### src/rtl/segment_sequencer.sv
// Steps an 8-entry 7-segment character buffer out to the animator, one character
// per dwell period measured in clk60 rising edges; one-shot or looping.
module segment_sequencer #(
  parameter logic [7:0] HOLD_TICKS = 8'd60
) (
  input  logic       clk,
  input  logic       reset,
  input  logic       enable,
  input  logic       clk60,
  input  logic       start,
  input  logic       stop,
  input  logic       loop,
  input  logic [2:0] msg_last,
  input  logic       wr_en,
  input  logic [2:0] wr_addr,
  input  logic [6:0] wr_data,
  output logic [6:0] char_out,
  output logic       char_valid,
  output logic [2:0] char_index,
  output logic       busy,
  output logic       done
);

  localparam logic [7:0] HOLD_LOAD = (HOLD_TICKS == 8'd0) ? 8'd1 : HOLD_TICKS;

  typedef enum logic [2:0] {S_IDLE, S_LOAD, S_ISSUE, S_HOLD, S_NEXT} state_t;

  state_t     state_q, state_d;
  logic [6:0] char_out_q, char_out_d;
  logic [2:0] char_index_q, char_index_d;
  logic       char_valid_q, char_valid_d;
  logic       done_q, done_d;
  logic [7:0] timer_q, timer_d;
  logic       loop_q, loop_d;
  logic [2:0] last_q, last_d;
  logic       start_prev_q, start_prev_d;
  logic       clk60_prev_q, clk60_prev_d;
  logic [6:0] mem_q [8];

  logic start_edge, tick;

  assign start_edge = start & ~start_prev_q;
  assign tick       = clk60 & ~clk60_prev_q;

  always_comb begin
    state_d      = state_q;
    char_out_d   = char_out_q;
    char_index_d = char_index_q;
    char_valid_d = 1'b0;
    done_d       = 1'b0;
    timer_d      = timer_q;
    loop_d       = loop_q;
    last_d       = last_q;
    start_prev_d = start;
    clk60_prev_d = clk60;
    if (stop) begin
      state_d = S_IDLE;
    end else begin
      case (state_q)
        S_IDLE: if (start_edge) begin
          loop_d       = loop;
          last_d       = msg_last;
          char_index_d = 3'd0;
          state_d      = S_LOAD;
        end
        S_LOAD: begin
          char_out_d = mem_q[char_index_q];
          state_d    = S_ISSUE;
        end
        S_ISSUE: begin
          char_valid_d = 1'b1;
          timer_d      = HOLD_LOAD;
          state_d      = S_HOLD;
        end
        S_HOLD: if (tick) begin
          timer_d = timer_q - 8'd1;
          if (timer_q == 8'd1) state_d = S_NEXT;
        end
        S_NEXT: begin
          if (char_index_q != last_q) begin
            char_index_d = char_index_q + 3'd1;
            state_d      = S_LOAD;
          end else if (loop_q) begin
            char_index_d = 3'd0;
            state_d      = S_LOAD;
          end else begin
            done_d  = 1'b1;
            state_d = S_IDLE;
          end
        end
        default: state_d = S_IDLE;
      endcase
    end
  end

  always_ff @(posedge clk) begin
    if (reset) begin
      state_q      <= S_IDLE;
      char_out_q   <= 7'd0;
      char_index_q <= 3'd0;
      char_valid_q <= 1'b0;
      done_q       <= 1'b0;
      timer_q      <= 8'd0;
      loop_q       <= 1'b0;
      last_q       <= 3'd0;
      start_prev_q <= 1'b0;
      clk60_prev_q <= 1'b0;
    end else if (enable) begin
      state_q      <= state_d;
      char_out_q   <= char_out_d;
      char_index_q <= char_index_d;
      char_valid_q <= char_valid_d;
      done_q       <= done_d;
      timer_q      <= timer_d;
      loop_q       <= loop_d;
      last_q       <= last_d;
      start_prev_q <= start_prev_d;
      clk60_prev_q <= clk60_prev_d;
    end
  end

  // Buffer is deliberately not reset so a message survives a mid-run reset.
  always_ff @(posedge clk) begin
    if (enable && wr_en && state_q == S_IDLE) mem_q[wr_addr] <= wr_data;
  end

  assign char_out   = char_out_q;
  assign char_index = char_index_q;
  assign char_valid = char_valid_q;
  assign done       = done_q;
  assign busy       = (state_q != S_IDLE);

endmodule

### config.mk
export PLATFORM = sky130hd
export DESIGN_NAME = segment_sequencer
export DESIGN_NICKNAME = d
export VERILOG_FILES = /design/src/rtl/segment_sequencer.sv
export SDC_FILE = /design/constraint.sdc
export NUM_CORES = 1
export LEC_CHECK = 0
export ABC_AREA = 1
export ABC_CLOCK_PERIOD_IN_PS = 1840
export CORE_MARGIN = 4
export CORE_UTILIZATION = 51
export DETAILED_ROUTE_END_ITERATION = 8
export PLACE_DENSITY = 0.75
export SLEW_MARGIN = 25
export SYNTH_ARGS = -nofsm -noshare
export SYNTH_HDL_FRONTEND = slang
export SYNTH_SLANG_ARGS = --single-unit
### constraint.sdc
create_clock -name clk -period 1.84 [get_ports clk]
set_input_delay 0.368 -clock clk [delete_from_list [all_inputs] [get_ports clk]]
set_output_delay 0.368 -clock clk [all_outputs]
set_load 0.005 [all_outputs]
==> impl_results.md <==
- Post-synthesis simple-gate area fraction: 18.3%
- FP Rows: 30
- I/O Pins: 34
- Post-Syn Area: 3670 µm²
- CTS tree: built
- RD Place Congestion: just under 0.9
- Overall Global Routing Usage: 19.3%
- Synthesized flop and latch total: 85
- Syn_area_per_cell: 9.79 µm²
- Crit path buffers/inverters: 1
- CTS sink cnt: between 80 and 90
- Minimum clock period: 1780 ps
- GRT overflow: 0
- Met2 Resource Use GR: roughly 32%
- Met3 usage: under 10%
- Leak pwr: approximately 0.0016 µW
- Pwr per Cell Area: 834 nW/µm²
- Hold_buf cts: 0
- Largest net degree at the start of global routing: 31
- Worst path cell trace: nor2_4, nand2_2, clkdlybuf4s50_1
- Status: finished, final reports clean
- ANT nets after route: 0
- Post-synthesis mux area share: 0%
- Die ar.: around 8600 µm²
- Placed Area: between 4000 and 5000 µm²
- Slowest-stage cell, CP: clkdlybuf4s50_1
- Vias per cell: about 5.2
- DRC Markers: 0
- Initial core utilization: 53.1%
- Core Box Area: 6910 µm²
- Largest delay share family, worst path: buffers and inverters
- Number of cells produced by synthesis: 375
- Grt peak-use layer: met2
- Final #Nets: 449
- Worst-Margin Slew: 431 ps
- Setup WS post-layout: about 58 ps
- Area share of fa/ha/maj cells after synthesis: between 1 and 1.5%
- Worst R2R End: mem_q[4][6]$_DFFE_PP_
- Drt wl/cell: 15.0 µm
- Tcrit/Tclk final: between 90% and 100%
- Global-route wire length before repair: 12.6 mm
- Combinational family with the most area after synthesis: simple AND/OR/NAND/NOR gates
- Slew HR: 71.2%
- Port Buffers: 33
- Critical Path RT: 1470 ps
- Critical path fanouts, max: 4
- H-Tree Depth: 3
- Clock latency at the later pin of the worst-skew pair: 350 ps
- Layout cell share with drive strength beyond 1: a little over an eighth
- Ys async rst share: 0%
- Reg area: between 2000 and 2500 µm²
- Register area share after synthesis: 61.6%
- Reg2reg path depth: 6
- Max clock buf depth: 2
- R2R Setup Slk: 200 ps
- Drt first pass iters: 6
- Crit path kind: reg2out
- Worst r2r src: state_q[0]$_SDFFE_PP0P_
- Hold Path Depth: 2
- DRT iter0 DRCs: 116
- Initial antenna violation count: 0
- Met1 Usage GRT: between 20% and 30%
- Syn. warnings: 0
- Final core occ: 63.9%
- Post-route cell area: around 4400 µm²
- Die Span Y: a little over 90 µm
- Setup-failing EPs final: 0
- Die W: 92.8 µm
- Via count: 2731
- Crit end category: output pin
- Vias in the first global route: between 2000 and 3000
- Area grow syn2layout: 20.3%
- Antenna diodes: 0
- Fmax: between 0.5 and 0.6 GHz
- Clock-pin slew on the worst setup and hold paths: 90 ps
- Filler cells: 580
- Place WS: -125 ps
- Primary FF master, synth: edfxtp_1
- Post-synth cell types: 29
- Worst vdd ir: roughly 0.6 mV
- Layout Skew: 6.68 ps
- Mapped Nets: 399
- Hold path start: start_prev_q$_SDFFE_PP0P_
- Drt total wl: 7.89 mm
- Max_cap viols: 0
- Worst Path Arrival: 1410 ps
- CP Launch Type: flop
- Final Hold Fails: 0
- Max Slew Vio Count: 0
- Post-synth EDFFs: 56
- Hold Crit Endpoint: start_prev_q$_SDFFE_PP0P_
- DP HPWL: approximately 5.6 mm
- Clock Tree Root: clkbuf_8
- Synth Area in XOR/XNOR: 1.19%
- RSZ-0062 raised after global routing: no
- Synth Area in Compound Gates: 12.9%
- Total power: 3680 µW
- Max stage delay on crit path: 510 ps
- Num CTS Buffers: 9
- Worst hold path type: reg2reg
- Multi-input gate area: 1230 µm²
[synth_stat cells (3+ instances only)]
cell      number  area (µm²)
nand2_1       45         169
o211ai_1      14         105
o21ai_0       38         190
a21oi_1       26         130
nor2_1        64         240
edfxtp_1      56        1680
o21ai_1        5        25.0
nand3_1       13        65.1
inv_1         30         113
xnor2_1        3        26.3
dfxtp_1       29         581
nor3_1         8        40.0
nand2_2        5        31.3
ha_1           3        37.5
clkbuf_1       4        15.0
nand3_2        3        30.0
buf_2          6        30.0
nor2_2         7        43.8
[area by class of cell]
| cell class | count | area share (%) |
|---|---|---|
| clock inverters | 7 | 1.87 |
| repair buffers | 52 | 10.7 |
| well taps | 96 | 2.72 |
| multi-input cells | 245 | 27.8 |
| flip-flops and latches | 85 | 51.3 |
| clock buffers | 9 | 2.81 |
| inverters | 32 | 2.72 |
[how the worst max path moves through the flow]
stage / cells past startpoint / start / endpoint / slack [ps]
finish: 3 / state_q[0]$_SDFFE_PP0P_ / busy / 60
global route: 3 / state_q[1]$_SDFFE_PP0P_ / busy / 5
CTS: 3 / state_q[2]$_SDFFE_PP0P_ / busy / 6
detailed placement: 6 / enable / mem_q[1][4]$_DFFE_PP_ / -130
global placement: 6 / enable / mem_q[0][3]$_DFFE_PP_ / -100
floorplan: 5 / state_q[1]$_SDFFE_PP0P_ / mem_q[6][0]$_DFFE_PP_ / 80
[cells by family after synthesis]
group,after synthesis
compound gates,86
xor+xnor,5
fa+ha+maj,3
buf+inv,45
flops,85
simple gates,151
[stage by stage]
step                instances  hold WS, ps  setup TNS, ps
floorplan                 375          429              0
global placement          508          442          -4260
detailed placement        508          453          -5420
CTS                       524          466              0
global route              526          499              0
finish                    526          461              0
[timing repair]
item | CTS | global route
endpoints found under the setup margin | 1 | 1
buffers inserted | 0 | 2
resized for setup | 3 | 1
pin swaps | 0 | 1
[worst reg2reg max path, stage by stage, from the launching register on]
cell,delay (ps)
dfxtp_1,350
nor2_4,150
nand2_2,100
nor2_1,220
nand2_1,170
nor3_1,170
buf_4,190
[state kept, by name, indices dropped and copies added, names as in the netlist]
signal and flops:
start_prev_q 1, timer_q 8, state_q 3, char_valid 1, loop_q 1, clk60_prev_q 1
mem_q 56, char_out 7, char_index 3, last_q 3, done 1
[per-layer routing]
metal,share of wire [%],vias up,routed length (µm)
met5,0,-,0
met4,2.4,0,189
met3,5.4,17,430
met2,49,69,3830
met1,44,1255,3440
li1,-,1390,-
[where the power goes]
part	switching [µW]	total (µW)	internal, µW
Sequential	15.3	2080	2060
Combinational	142	246	104
Clock	711	1360	651
Total	868	3680	2820
[placed cells by master (no fill, tap or decap), drive strengths merged]
cell           instances
a31oi                  1
nand2                 50
clkbuf                 9
o21a                   1
edfxtp                56
o211ai                14
nand3                 16
clkinv                 3
nor2                  72
o21ai                 43
xor2                   2
nand4                  2
nor3                  10
ha                     3
dfxtp                 29
nand3b                 1
a21boi                 1
clkdlybuf4s50         33
inv                   35
buf                   19
xnor2                  3
bufinv                 1
a21oi                 26
Power figures use the tool's default switching activity.
